==> config.mk <==
export PLATFORM = sky130hd
export DESIGN_NAME = lsu_store_drain
export DESIGN_NICKNAME = d
export VERILOG_FILES = /design/src/rtl/lsu_store_drain_pkg.sv /design/src/rtl/lsu_store_drain.sv
export SDC_FILE = /design/constraint.sdc
export NUM_CORES = 1
export LEC_CHECK = 0
export ABC_CLOCK_PERIOD_IN_PS = 2600
export BUFFER_PORTS_ARGS = -buffer_cell sky130_fd_sc_hd__clkbuf_2
export CORE_AREA = 4 4 101 103
export CTS_CLUSTER_DIAMETER = 150
export CTS_CLUSTER_SIZE = 12
export DETAILED_ROUTE_END_ITERATION = 8
export DIE_AREA = 0 0 105 107
export MAX_ROUTING_LAYER = met4
export PLACE_DENSITY = 0.76
export SYNTH_ARGS = -nofsm -noshare
export SYNTH_HDL_FRONTEND = slang
export SYNTH_SLANG_ARGS = --single-unit
==> constraint.sdc <==
create_clock -name Clk -period 2.6 [get_ports Clk]
set_input_delay 0.13 -clock Clk [delete_from_list [all_inputs] [get_ports Clk]]
set_output_delay 0.13 -clock Clk [all_outputs]
set_load 0.05 [all_outputs]
==> src/rtl/lsu_store_drain_pkg.sv <==
// Shared LSU definitions for the store-drain engine: store FIFO entry layout,
// drain FSM encoding and the default entry width.
package lsu_store_drain_pkg;

   localparam int unsigned FIFOWIDE_DEF = 68;
   localparam int unsigned ADDR_LSB     = 36;
   localparam int unsigned ADDR_W       = 32;
   localparam int unsigned DATA_LSB     = 4;
   localparam int unsigned DATA_W       = 32;
   localparam int unsigned STRB_W       = 4;

   typedef enum logic [1:0] {
      ST_IDLE     = 2'd0,
      ST_REQ      = 2'd1,
      ST_WAIT_ACK = 2'd2
   } drain_state_t;

endpackage

==> src/rtl/lsu_store_drain.sv <==
// Store FIFO read-side engine: pops committed stores one at a time and issues
// them to the D-cache write port, waiting for each write acknowledge.
module lsu_store_drain
   import lsu_store_drain_pkg::*;
#(
   parameter int unsigned FIFOWIDE = FIFOWIDE_DEF,
   parameter int unsigned CNTWIDE  = 32
) (
   input  logic                Clk,
   input  logic                Rest,
   input  logic                FifoEmpty,
   input  logic [FIFOWIDE-1:0] FifoPreOut,
   output logic                FifoRable,
   input  logic                Flush,
   output logic                StoreValid,
   input  logic                StoreReady,
   output logic [ADDR_W-1:0]   StoreAddr,
   output logic [DATA_W-1:0]   StoreData,
   output logic [STRB_W-1:0]   StoreStrb,
   input  logic                StoreAck,
   output logic                DrainIdle,
   output logic                AckErr,
   output logic [CNTWIDE-1:0]  StoreCnt
);

   drain_state_t        state_q, state_d;
   logic [FIFOWIDE-1:0] payload_q;
   logic                load;
   logic                cnt_inc;

   always_ff @(posedge Clk) begin
      if (!Rest) begin
         state_q   <= ST_IDLE;
         payload_q <= '0;
         StoreCnt  <= '0;
         AckErr    <= 1'b0;
      end else begin
         state_q <= state_d;
         if (load)
            payload_q <= FifoPreOut;
         if (cnt_inc)
            StoreCnt <= StoreCnt + CNTWIDE'(1);
         if (StoreAck && (state_q != ST_WAIT_ACK))
            AckErr <= 1'b1;
      end
   end

   // Pops are suppressed while reset is held so no entry is lost to a capture
   // that the reset branch would discard.
   always_comb begin
      state_d    = state_q;
      FifoRable  = 1'b0;
      StoreValid = 1'b0;
      load       = 1'b0;
      cnt_inc    = 1'b0;
      if (Rest) begin
         unique case (state_q)
            ST_IDLE: begin
               if (!FifoEmpty && !Flush) begin
                  FifoRable = 1'b1;
                  load      = 1'b1;
                  state_d   = ST_REQ;
               end
            end
            ST_REQ: begin
               StoreValid = 1'b1;
               if (StoreReady)
                  state_d = ST_WAIT_ACK;
               else if (Flush)
                  state_d = ST_IDLE;
            end
            ST_WAIT_ACK: begin
               if (StoreAck) begin
                  cnt_inc = 1'b1;
                  if (!FifoEmpty && !Flush) begin
                     FifoRable = 1'b1;
                     load      = 1'b1;
                     state_d   = ST_REQ;
                  end else begin
                     state_d = ST_IDLE;
                  end
               end
            end
            default: state_d = ST_IDLE;
         endcase
      end
   end

   assign StoreAddr = payload_q[ADDR_LSB +: ADDR_W];
   assign StoreData = payload_q[DATA_LSB +: DATA_W];
   assign StoreStrb = payload_q[0 +: STRB_W];
   assign DrainIdle = (state_q == ST_IDLE) && FifoEmpty;

endmodule
==> flow_summary.json <==
{
  "finalMaxSlewViolations": 0,
  "fin_crit_ps": 2090,
  "cts_tree": "yes",
  "synth_fp_nets": 560,
  "ys_ff_latch": 103,
  "clock_skew_ps": 12.4,
  "final_cell_mix": "clkbuf_2, nand2_1, dfxtp_1",
  "antenna_found_initial": 0,
  "multi_input_area_mm2": 0.00189,
  "r2r_slack_ps": 780,
  "required_ps": 2470,
  "r2r-end": "StoreCnt[30]",
  "placed_area_mm2": 0.00503,
  "dr.pass1.iters": 4,
  "clk_latency_ps": 370,
  "io_pins": 178,
  "leakagePower_uw": 0.00264,
  "powerDensity_mw_per_mm2": 550,
  "grt_pass1_vias": 4159,
  "critPathSlowestCell": "dfxtp_1",
  "ys_async_sr_fraction": 0,
  "relSlewSlack": 0.484,
  "criticalPathCategory": "flop to output port",
  "path_max_fanout": 23,
  "final_common_cell": "clkbuf_2",
  "rsz0062_at_grt": "false",
  "cts_hold_buf": 68,
  "rr_worst_depth": 6,
  "cts_resized": 0,
  "place_hpwl_um": 7460,
  "holdPathEnd": "state_q[1]",
  "hold_class": "input port to flop",
  "setup_viol": 0,
  "netlist_instances": 485,
  "yosysSeqAreaShare": 0.502,
  "place.gp.congestion": 0.845,
  "cts_root_buf": "clkbuf_8",
  "cts_inserted_buffers": 9,
  "arrival_ps": 1960,
  "core_mm2": 0.00920,
  "route.detailed.drc": 0,
  "drt_iter0_drc": 189,
  "maxCapViolations": 0,
  "outcome": "complete, no violations",
  "worst_pin_slew_ps": 774,
  "syn_to_final_growth_pct": 44.1,
  "seqPwrFrac": 0.514,
  "utilization": 0.644,
  "swShare": 0.300,
  "diodes": 0,
  "final_nets": 791,
  "n_fill_cell": 740,
  "path_buf_inv": 2,
  "crit_family": "buffers and inverters",
  "synth_top_cell_by_area": "dfxtp_1",
  "ys.flop_type": "dfxtp_1",
  "critPathMaxStageDelay_ps": 420,
  "grt_max_degree": 115,
  "internal_power_uw": 2280,
  "whs_ps": 51.1,
  "max_freq_ghz": 0.478,
  "combPwrFrac": 0.163,
  "synthTopCellsByArea": "dfxtp_1, nand2_1, o21ai_0",
  "die-area_mm2": 0.0112,
  "numClockSinks": 103,
  "syn_area_mm2": 0.00411,
  "final.setup.tns_ps": 0,
  "p_sw_uw": 977,
  "fp-row-count": 35,
  "synth_top_area_share": 0.502,
  "grt_overflow": 0,
  "postCtsSetupBuffers": 0,
  "regArea_mm2": 0.00206,
  "wire_per_inst_um": 14.7,
  "avgSynthCellArea_um2": 8.47,
  "wl_um": 12300,
  "die_h_um": 107,
  "viasPerCell": 4.99,
  "r2r-start": "StoreCnt[0]",
  "clk_path_buf_depth": 2,
  "synth_cell_types": 43,
  "min_from": "StoreReady",
  "antenna_left": 0,
  "cp_cell_sequence": "nor2b_1, nor4_4, buf_4, clkbuf_2",
  "clk_pin_slew_worst_paths_ps": 100,
  "track_usage": 0.226,
  "synth_warnings": 0,
  "holdPathStages": 3,
  "initial_core_util": 0.447,
  "cp-start-kind": "flop",
  "vdd_ir_drop_max_mv": 0.292,
  "startpoint": "state_q[1]",
  "grt_pass1_wl_um": 20100,
  "cts_htree_levels": 3,
  "fin_crit_sh": 0.805,
  "fin_area_mm2": 0.00592,
  "vias": 4150,
  "worstSetupEndpointType": "output port",
  "clkPwrFrac": 0.323,
  "synth_edf_count": 0,
  "port_buffers": 177,
  "fp.dieW_um": 105,
  "drive_gt1_frac": 0.290,
  "hold_violations": 0
}
[power groups by stage]
| stage | clock network (uW) | logic [uW] | registers [uW] |
|---|---|---|---|
| final | 1050 | 531 | 1670 |
| after global routing | 1140 | 564 | 1680 |
| after CTS | 1080 | 520 | 1670 |
| after detailed placement | 0 | 440 | 1710 |
| after global placement | 0 | 434 | 1700 |
| after floorplan | 0 | 104 | 1900 |
[synth_stat cells, types with 2 or more instances]
cell      count
nand2_1     148
dfxtp_1     103
o21ai_0      65
and2_1       26
xnor2_1      23
clkbuf_1     15
nand4_1      15
nand3_1      13
nor2_1       10
buf_2         7
nor2b_1       5
xor2_1        5
buf_6         4
o21ai_1       4
and3_1        3
inv_1         3
nor4_1        3
a21boi_0      2
a21oi_1       2
clkbuf_2      2
nand2b_1      2
nand4b_1      2
nor3_1        2
nor4_4        2
[state kept, by name (all words and copies together) (netlist names)]
signal,cells
payload_q,68
AckErr,1
StoreCnt,32
state_q,2
[kinds of logic after synthesis]
group	Yosys count	synth area share
fa+ha+maj	1	0.00304
buf+inv	32	0.0402
compound gates	76	0.0965
mux	1	0.00244
simple gates	244	0.296
xor+xnor	28	0.0597
flops	103	0.502
[worst max path at each step]
| stage | end | slack [ps] | cells after the start |
|---|---|---|---|
| floorplan | StoreCnt[18] | 600 | 6 |
| global placement | StoreCnt[29] | 900 | 5 |
| detailed placement | StoreCnt[29] | 820 | 5 |
| CTS | FifoRable | 480 | 4 |
| global route | FifoRable | 360 | 4 |
| finish | FifoRable | 510 | 4 |
[through the flow]
step                setup WS [ps]  power (uW)  cells
global placement              896        2140    748
finish                        506        3260    832
global route                  364        3380    832
detailed placement            821        2150    748
CTS                           480        3280    832
floorplan                     605        2010    485
[per-layer routing]
metal | vias up | wire (um) | track usage
li1 | 2060 | - | -
met1 | 1858 | 4980 | 0.262
met2 | 190 | 6060 | 0.379
met3 | 42 | 777 | 0.0446
met4 | 0 | 440 | 0.106
met5 | - | 0 | -
[tightest hold or removal path, stage by stage]
cell and delay [ps]:
clkbuf_2 100, nand3b_1 70, a21boi_0 70
[final cells by class]
type                    instances  share of cell area
inverters                       3             0.00190
flip-flops and latches        103               0.348
multi-input cells             350               0.319
repair buffers                249               0.272
clock inverters                 7              0.0144
clock buffers                   9              0.0209
well taps                     111              0.0235
Note: power is estimated with default switching activity, not from simulation.
